$ cat src/rtl/wb_pkg.sv
// Shared types and constants for the writeback unit and its pending-write queue.
// No logic; pure declarations.
// Imported by wb_fifo and writeback_unit.
package wb_pkg;

  localparam int         WB_DEPTH_DEFAULT = 4;
  localparam logic [4:0] REG_ZERO         = 5'd0;

  // One pending register-file write.
  typedef struct packed {
    logic [4:0]  rd;
    logic [31:0] data;
  } wb_entry_t;

endpackage

$ cat src/rtl/wb_fifo.sv
// In-order pending-write queue with two enqueue ports (port 0 lands ahead of port 1) and one dequeue.
// Latency: an entry pushed on edge N is visible at the head / in the ordered view from cycle N+1.
// Backpressure: none internally; the caller must never push more entries than there is room for.
module wb_fifo
  import wb_pkg::*;
#(
  parameter  int DEPTH = WB_DEPTH_DEFAULT,
  localparam int AW    = $clog2(DEPTH),
  localparam int CW    = AW + 1
) (
  input  logic                    clk,
  input  logic                    rst,
  input  logic                    push0,
  input  wb_entry_t               push0_dat,
  input  logic                    push1,
  input  wb_entry_t               push1_dat,
  input  logic                    pop,
  output wb_entry_t               head,
  output logic [CW-1:0]           count,
  output wb_entry_t [DEPTH-1:0]   ord,
  output logic [DEPTH-1:0]        ord_vld
);

  wb_entry_t [DEPTH-1:0] mem_q, mem_d;
  logic [AW-1:0]         wr_ptr_q, wr_ptr_d;
  logic [AW-1:0]         rd_ptr_q, rd_ptr_d;
  logic [AW-1:0]         wr_ptr1;
  logic [CW-1:0]         count_q, count_d;

  // Next state: port 0 writes at the tail, port 1 right behind it; pointers wrap naturally.
  always_comb begin
    mem_d   = mem_q;
    wr_ptr1 = wr_ptr_q + AW'(push0);
    if (push0) mem_d[wr_ptr_q] = push0_dat;
    if (push1) mem_d[wr_ptr1]  = push1_dat;
    wr_ptr_d = wr_ptr1 + AW'(push1);
    rd_ptr_d = rd_ptr_q + AW'(pop);
    count_d  = count_q + CW'(push0) + CW'(push1) - CW'(pop);
  end

  // Queue state; reset empties the queue immediately.
  always_ff @(posedge clk or posedge rst) begin
    if (rst) begin
      mem_q    <= '0;
      wr_ptr_q <= '0;
      rd_ptr_q <= '0;
      count_q  <= '0;
    end else begin
      mem_q    <= mem_d;
      wr_ptr_q <= wr_ptr_d;
      rd_ptr_q <= rd_ptr_d;
      count_q  <= count_d;
    end
  end

  // Age-ordered view of the queue: index 0 is the oldest entry, higher indices are younger.
  always_comb begin
    for (int i = 0; i < DEPTH; i++) begin
      ord[i]     = mem_q[rd_ptr_q + AW'(i)];
      ord_vld[i] = (CW'(i) < count_q);
    end
  end

  assign head  = mem_q[rd_ptr_q];
  assign count = count_q;

endmodule

$ cat src/rtl/writeback_unit.sv
// Writeback unit: merges ALU and load results into an in-order queue that retires one register write per cycle.
// Latency: result accepted on edge N appears on the write port in cycle N+1 at the earliest. Forwarding only with WB_FORWARD_EN.
// Backpressure: alu_ready while a slot is free; ld_ready only if a slot remains after the ALU takes one.
module writeback_unit
  import wb_pkg::*;
#(
  parameter int DEPTH = WB_DEPTH_DEFAULT
) (
  input  logic        clk,
  input  logic        rst,
  input  logic        alu_valid,
  output logic        alu_ready,
  input  logic [4:0]  alu_rd,
  input  logic [31:0] alu_data,
  input  logic        ld_valid,
  output logic        ld_ready,
  input  logic [4:0]  ld_rd,
  input  logic [31:0] ld_data,
  output logic [31:0] WriteData,
  output logic [4:0]  WriteSelect,
  output logic        WriteEnable,
  input  logic [4:0]  ReadSelect1,
  input  logic [4:0]  ReadSelect2,
  output logic        fwd_hit1,
  output logic [31:0] fwd_data1,
  output logic        fwd_hit2,
  output logic [31:0] fwd_data2,
  output logic [31:0] busy
);

  localparam int CW = $clog2(DEPTH) + 1;

  wb_entry_t             head;
  logic [CW-1:0]         count;
  wb_entry_t [DEPTH-1:0] ord;
  logic [DEPTH-1:0]      ord_vld;
  logic [CW-1:0]         free;
  logic                  we;
  logic                  push0, push1;
  wb_entry_t             push0_dat, push1_dat;

  // Arbitration: the head retires every cycle, so its slot counts as free; x0 writes are dropped.
  always_comb begin
    we        = (count != '0);
    free      = CW'(DEPTH) - count + CW'(we);
    alu_ready = (free >= CW'(1));
    ld_ready  = (free >= (CW'(1) + CW'(alu_valid && alu_ready)));
    push0     = alu_valid && alu_ready && (alu_rd != REG_ZERO);
    push1     = ld_valid && ld_ready && (ld_rd != REG_ZERO);
    push0_dat = '{rd: alu_rd, data: alu_data};
    push1_dat = '{rd: ld_rd,  data: ld_data};
  end

  wb_fifo #(.DEPTH(DEPTH)) u_fifo (
    .clk       (clk),
    .rst       (rst),
    .push0     (push0),
    .push0_dat (push0_dat),
    .push1     (push1),
    .push1_dat (push1_dat),
    .pop       (we),
    .head      (head),
    .count     (count),
    .ord       (ord),
    .ord_vld   (ord_vld)
  );

  assign WriteEnable = we;
  assign WriteSelect = we ? head.rd   : REG_ZERO;
  assign WriteData   = we ? head.data : '0;

  // Scoreboard: one bit per register with a write still in flight.
  always_comb begin
    busy = '0;
    for (int i = 0; i < DEPTH; i++) begin
      if (ord_vld[i]) busy[ord[i].rd] = 1'b1;
    end
  end

`ifdef WB_FORWARD_EN
  // Forwarding: scan oldest to youngest so the youngest matching entry wins.
  always_comb begin
    fwd_hit1  = 1'b0;
    fwd_data1 = '0;
    fwd_hit2  = 1'b0;
    fwd_data2 = '0;
    for (int i = 0; i < DEPTH; i++) begin
      if (ord_vld[i] && (ReadSelect1 != REG_ZERO) && (ord[i].rd == ReadSelect1)) begin
        fwd_hit1  = 1'b1;
        fwd_data1 = ord[i].data;
      end
      if (ord_vld[i] && (ReadSelect2 != REG_ZERO) && (ord[i].rd == ReadSelect2)) begin
        fwd_hit2  = 1'b1;
        fwd_data2 = ord[i].data;
      end
    end
  end
`else
  assign fwd_hit1  = 1'b0;
  assign fwd_data1 = '0;
  assign fwd_hit2  = 1'b0;
  assign fwd_data2 = '0;
  logic unused_fwd;
  assign unused_fwd = ^{ReadSelect1, ReadSelect2, ord};
`endif

endmodule

$ cat config.mk
export PLATFORM = sky130hd
export DESIGN_NAME = writeback_unit
export DESIGN_NICKNAME = d
export VERILOG_FILES = /design/src/rtl/wb_pkg.sv /design/src/rtl/wb_fifo.sv /design/src/rtl/writeback_unit.sv
export SDC_FILE = /design/constraint.sdc
export NUM_CORES = 1
export LEC_CHECK = 0
export BUFFER_PORTS_ARGS = -buffer_cell sky130_fd_sc_hd__buf_2
export CELL_PAD_IN_SITES_DETAIL_PLACEMENT = 0
export CELL_PAD_IN_SITES_GLOBAL_PLACEMENT = 2
export CORE_UTILIZATION = 38
export CTS_CLUSTER_SIZE = 30
export DETAILED_ROUTE_END_ITERATION = 10
export GPL_TIMING_DRIVEN = 0
export PLACE_DENSITY = 0.94
export SYNTH_ARGS = -nofsm -noshare
export SYNTH_HDL_FRONTEND = slang
export SYNTH_SLANG_ARGS = --single-unit
$ cat constraint.sdc
create_clock -name clk -period 10.1 [get_ports clk]
set_input_delay 1.01 -clock clk [delete_from_list [all_inputs] [get_ports clk]]
set_output_delay 1.01 -clock clk [all_outputs]
set_load 0.03 [all_outputs]
Word-level counts from Yosys, hierarchy flattened
Index checks and enable logic that the tools add are counted.

Register bits after elaboration: 155. Input bits: 88.

Add/sub/neg operators: 12. Order comparisons: 22. Mux-type cells: 30. Bitwise operators: 3. Reduce and logical (&&, ||, !) cells: 13.

Operators with widths (count): binary-select mux 37 bit (select 2 bit) (4); bitwise mux 148 bit (2); two-way mux 148 bit (2); two-way mux 37 bit (6); two-way mux 32 bit (5); demux 37 bit (select 2 bit) (2); OR 32 bit (3); < comparator 5 x 6 -> 1 bit, second input constant (4); demux 1 bit (select 5 bit) (4); greater-or-equal comparator 5 x 1 -> 1 bit, second input constant (4); < comparator 2 x 3 -> 1 bit, second input constant (6); logical AND 1 bit (10); nonzero test 5 bit (2); adder 3 x 1 -> 3 bit (3); adder 2 x 1 -> 2 bit (3); < comparator 1 x 3 -> 1 bit, first input constant (2); < comparator 2 x 3 -> 1 bit, first input constant (2); two-way mux 5 bit (1); adder 2 bit, second input constant (2); greater-or-equal comparator 2 x 1 -> 1 bit, second input constant (2); two-way mux 1 bit (4); greater-or-equal comparator 3 x 1 -> 1 bit, second input constant (1); greater-or-equal comparator 3 x 2 -> 1 bit (1); nonzero test 3 bit (1); 4 further kinds (4).

Logic depth before layout (Yosys ltp)
Word-level depth: 13. Gate-level depth with buffers: 18.

Hierarchy
A second synthesis with hierarchy kept.

Cells, all modules: 1342. Area total of the unflattened synthesis: 13088.8 sq um.

By module, submodules not included: wb_fifo (instances 1, cells each 1081, area each 11162.0 sq um, seq. area each 3878.7 sq um); writeback_unit (instances 1, cells each 261, area each 1926.8 sq um, seq. area each 0.0 sq um).

Least setup slack after synthesis
No wires, ideal clock.

Path type: register -> register. From: reg u_fifo.count_q[2], in the netlist u_fifo.count[2]. To: reg u_fifo.count_q[2], in the netlist u_fifo.count[2]. Library setup time: 0.123 ns. Data arrival time: 4.504 ns. Setup slack: 5.473 ns. Stages on the path, launching flop included: 19. Path buffers: 2. Cell sequence: dfrtp_1 nor3_1 clkbuf_1 clkbuf_1 ha_1 inv_1 ha_1 or2b_2 o21ai_2 ha_1 nand2b_1 a211oi_1 nor2_1 inv_1 ha_1 inv_1 fa_1 fa_1 xnor2_1.

Cells in the longest elaborated chain, start to end: 10. Elaborated cells between the ends (all ways): 13. Classes of those cells: add/sub: 6; order compare: 2; reduce/logical: 5.

RTL lines: start, declared (line wb_fifo.sv:28) `logic [CW-1:0] count_q, count_d;`; start signal, assigned (line wb_fifo.sv:52) `count_q <= count_d;`; subtractor 3 bit / nonzero test 3 bit (equally long branches) (line writeback_unit.sv:45, writeback_unit.sv:44); adder 3 x 1 -> 3 bit (line writeback_unit.sv:45) `free = CW'(DEPTH) - count + CW'(we);`; greater-or-equal comparator 3 x 1 -> 1 bit (line writeback_unit.sv:46) `alu_ready = (free >= CW'(1));`; logical AND 1 bit (line writeback_unit.sv:47, writeback_unit.sv:48); adder 1 x 1 -> 2 bit (line writeback_unit.sv:47) `ld_ready = (free >= (CW'(1) + CW'(alu_valid && alu_ready)));`; greater-or-equal comparator 3 x 2 -> 1 bit (line writeback_unit.sv:47); logical AND 1 bit (2 in series) (line writeback_unit.sv:49) `push1 = ld_valid && ld_ready && (ld_rd != REG_ZERO);`; adder 3 x 1 -> 3 bit (line wb_fifo.sv:38) `count_d = count_q + CW'(push0) + CW'(push1) - CW'(pop);`; subtractor 3 x 1 -> 3 bit (*) (line wb_fifo.sv:38); via u_fifo.count_d[2] (line wb_fifo.sv:28).

The timed path passes the listed nets; every way through them passes the cells marked *.

Worst setup path in the final report
From: reg u_fifo.count_q[2], in the netlist u_fifo.count[2]. To: out ld_ready.

Cells in the longest elaborated chain, start to end: 6. Elaborated cells between the ends (all ways): 7. Classes of those cells: add/sub: 3; order compare: 2; reduce/logical: 2.

RTL lines: subtractor 3 bit / nonzero test 3 bit (equally long branches) (line writeback_unit.sv:45, writeback_unit.sv:44); adder 3 x 1 -> 3 bit (*) (line writeback_unit.sv:45); greater-or-equal comparator 3 x 1 -> 1 bit (line writeback_unit.sv:46); logical AND 1 bit (line writeback_unit.sv:47); adder 1 x 1 -> 2 bit (line writeback_unit.sv:47); greater-or-equal comparator 3 x 2 -> 1 bit (*) (line writeback_unit.sv:47); end, declared (line writeback_unit.sv:16) `output logic ld_ready,`.

Every way passes the cells marked *; elsewhere a longest branch is shown, timed or not.

==> summary.md <==
| Metric | Value |
|---|---|
| Kind of launch point of the worst setup path | `register` |
| Type of the worst setup path | `register to output pin` |
| Clock tree from TritonCTS | `done` |
| Seq/Total Area, Yosys | `between 30 and 40%` |
| Post-Syn Instances | `1059` |
| Async S/R FF share, synth | `100%` |
| Wire length of the first global-routing pass | `51900 um` |
| Mean routed wirelength per cell | `20.2 um` |
| Critical Path Most Common Cell | `sky130_fd_sc_hd__ha_1` |
| DP HPWL | `24600 um` |
| Most frequent standard cell in the layout excluding fill and tap cells | `sky130_fd_sc_hd__buf_2` |
| Portion of synthesized cell area occupied by the leading cell type | `between 30% and 40%` |
| Largest net degree at the start of global routing | `80` |
| List of cells traversed by the critical path | `nor3_1, clkbuf_1, clkbuf_1, ha_1, inv_1, ha_1, or2b_2, o21ai_2, ha_1, nand2b_1, a211oi_1, inv_1, buf_2` |
| Worst Tran Pin Value | `0.854 ns` |
| Resized Gates After CTS | `0` |
| Clock period minus final worst setup slack | `about 6.4 ns` |
| Number of synthesized register bits | `between 150 and 200` |
| Clock root buffer master | `sky130_fd_sc_hd__clkbuf_16` |
| Worst EP arrival | `5.35 ns` |
| Most common flop cell mapped by yosys | `sky130_fd_sc_hd__dfrtp_1` |
| Standard-cell rows | `61` |
| Slowest cell delay on critical path | `approximately 0.73 ns` |
| Wire length reported by the detailed router | `roughly 34000 um` |
| Number of iterations in the first detailed-routing pass | `5` |
| Clk buf depth | `2` |
| Buffers inserted by post-CTS timing repair | `0` |
| Horiz. Die Dim | `about 170 um` |
| Final worst clock skew | `roughly 0.0058 ns` |
| Number of nets in the final layout | `1393` |
| Total power draw | `around 5.5 mW` |
| Worst slew margin relative to its limit | `42.7%` |
| Synthesized area per cell | `10.2 um^2` |
| Antenna violations before repair | `7` |
| Number of max-slew violations in the final report | `0` |
| Most area-hungry cell type in the Yosys netlist | `sky130_fd_sc_hd__dfrtp_1` |
| Die extent in y | `between 150 and 200 um` |
| Leading post-synthesis cells by cell area | `sky130_fd_sc_hd__dfrtp_1 36%, sky130_fd_sc_hd__mux4_2 10%, sky130_fd_sc_hd__mux2i_1 9.6%, sky130_fd_sc_hd__nand2_1 5.3%, sky130_fd_sc_hd__o21ai_0 5.2%` |
| Number of different library cells in the post-synthesis netlist | `between 40 and 50` |
| Utilization of the core after routing | `between 40 and 50%` |
| CTS Hold Bufs | `0` |
| Netlist area before placement | `about 0.011 mm^2` |
| Count of maximum capacitance violations | `0` |
| Total number of vias | `between 9000 and 10000` |
| Final setup vio count | `0` |
| Most frequent cells in the layout | `161 x sky130_fd_sc_hd__buf_2, 155 x sky130_fd_sc_hd__dfrtp_1, 152 x sky130_fd_sc_hd__nand2_1` |
| Clock transition at the registers of the reported paths | `around 0.06 ns` |
| H-tree depth reported by CTS | `4` |
| Run status | `complete, no violations` |
| Antenna violation net count after detailed routing | `0` |
| Starting DRT DRC Count | `880` |
| Gp weighted congestion | `approximately 0.90` |
| Global router's overall resource usage | `23.6%` |
| Master of the slowest instance on the critical path | `sky130_fd_sc_hd__a211oi_1` |
| Power density over the cells | `424 mW/mm^2` |
| Std-Cell Core Area | `~0.028 mm^2` |
| Number of sinks driven by the clock tree | `~160` |
| Path category of the worst min-delay check | `register to register` |
| Count of buffer and inverter cells on the critical path | `5` |
| Period utilization | `between 60% and 70%` |
| Final count of hold timing violations | `0` |
| Filler instances | `around 2700` |
| Cell class contributing the biggest share of worst-path delay | `buffers and inverters` |
| Fraction of layout cells with a size suffix above 1 | `a little under a third` |
| Initial Util | `between 30% and 40%` |
| Die Area | `slightly below 0.03 mm^2` |
| Pleak | `6.28 nW` |
| Via density | `~5.4` |
| Kind of end point of the critical path | `output pin` |
| Clock buffers created by TritonCTS | `17` |
| Clock latency of the later-clocked register in the worst-skew pair | `0.43 ns` |
| Setup repair after global routing missed its margin | `false` |
| Growth of design area from synthesis to finish | `19.9%` |
| Final routed DRC violation total | `0` |
| Maximum vdd drop | `between 0.00015 and 0.0002 V` |
| Number of placed I/O pins | `226` |
| Max Fanout on Critical Path | `11` |
| Max Freq | `0.157 GHz` |
| Port Buf Inserts | `149` |
| Total global routing overflow | `0` |
| Number of flops mapped to enable cells by yosys | `0` |
| Total negative setup slack | `0 ns` |
| Synthesis warning total | `0` |
| Vias in the first global route | `just under 9000` |
| Data required time of the worst path | `between 9 and 10 ns` |
-- worst reg2reg max path, stage by stage, from the launching register on --
cell and delay [ns]:
sky130_fd_sc_hd__dfrtp_1 0.44, sky130_fd_sc_hd__nor3_1 0.54, sky130_fd_sc_hd__clkbuf_1 0.61, sky130_fd_sc_hd__clkbuf_1 0.57, sky130_fd_sc_hd__ha_1 0.26, sky130_fd_sc_hd__inv_1 0.04
sky130_fd_sc_hd__ha_1 0.28, sky130_fd_sc_hd__or2b_2 0.31, sky130_fd_sc_hd__o21ai_2 0.37, sky130_fd_sc_hd__ha_1 0.31, sky130_fd_sc_hd__nand2b_1 0.13, sky130_fd_sc_hd__a211oi_1 0.73
sky130_fd_sc_hd__nor2_1 0.19, sky130_fd_sc_hd__inv_1 0.10, sky130_fd_sc_hd__ha_1 0.12, sky130_fd_sc_hd__inv_1 0.04, sky130_fd_sc_hd__fa_1 0.39, sky130_fd_sc_hd__fa_1 0.39
sky130_fd_sc_hd__xnor2_1 0.14
-- synth_stat cells, drive strengths merged (2+ instances only) --
cell type	number
dfrtp	155
nand2	152
o21ai	119
mux2i	104
buf	99
mux2	71
a22oi	53
mux4	50
nor2b	49
nor2	42
clkbuf	31
inv	17
nand3	16
a32oi	11
nand2b	11
and2	10
ha	10
o211ai	9
nor3	6
or3	5
a211oi	4
a21oi	4
nand3b	4
or2	4
or4	3
xnor2	3
fa	2
nand4	2
nor4	2
nor4b	2
o221ai	2
xor2	2
-- sequential cells by signal (all words and copies together) (netlist names) --
signal and flops:
u_fifo.wr_ptr_q 2, u_fifo.mem_q 148, u_fifo.rd_ptr_q 2, u_fifo.count 3
-- cell type report --
| cell class | count | area (um^2) | share of cell area [%] |
|---|---|---|---|
| clock buffer | 21 | 450 | 3.47 |
| timing repair buffer | 150 | 773 | 5.96 |
| sequential | 155 | 3880 | 29.9 |
| buffer | 130 | 897 | 6.92 |
| tap | 378 | 473 | 3.65 |
| multi-input combinational | 822 | 6220 | 48.0 |
| clock inverter | 11 | 191 | 1.48 |
| antenna | 5 | 12.5 | 0.0965 |
| inverter | 17 | 71.3 | 0.550 |
-- metal layers --
metal	up-vias	global-route usage (%)	share of wire, %	wire [um]
met2	399	40.6	49	16800
li1	4169	-	-	-
met3	65	4.21	6.8	2320
met4	6	7.52	2.0	689
met1	4430	30.0	42	14300
met5	-	0	0.11	39
-- worst paths after layout --
path                                    start            endpoint  slack [ns]  depth (start not counted)
setup / recovery              u_fifo.count[2]            ld_ready        3.74                         13
hold / removal             u_fifo.rd_ptr_q[0]  u_fifo.rd_ptr_q[0]        0.50                          1
setup reg to reg              u_fifo.count[2]     u_fifo.count[2]        4.04                         18
hold reg to reg            u_fifo.rd_ptr_q[0]  u_fifo.rd_ptr_q[0]        0.50                          1
max in group asynchronous                 rst   u_fifo.mem_q[132]        8.66                          3
min in group asynchronous                 rst     u_fifo.mem_q[5]        0.65                          2
-- power breakdown --
| part | internal, mW | switching, mW | total, mW |
|---|---|---|---|
| sequential | 0.954 | 0.210 | 1.16 |
| clock | 0.445 | 0.267 | 0.712 |
| combinational | 1.39 | 2.23 | 3.62 |
-- cells by family after synthesis --
| logic type | synth area share, % |
|---|---|
| multiplexers | 28.3 |
| flip-flops | 35.9 |
| other | 0.0347 |
| buffers and inverters | 8.88 |
| AO/OA/AOI/OAI | 11.4 |
| adder cells (fa/ha/maj) | 1.53 |
| XOR/XNOR | 0.474 |
| AND/OR/NAND/NOR | 13.5 |
-- through the flow --
stage,area (um^2),std cells,setup WS (ns),hold WS [ns]
floorplan,11100,1124,4.91,0.473
global placement,12300,1651,2.86,0.484
detailed placement,12300,1652,3.97,0.495
CTS,13000,1684,3.56,0.510
global route,13000,1685,3.38,0.538
finish,13000,1689,3.74,0.504
No activity file was read; power rests on OpenSTA's default activity.
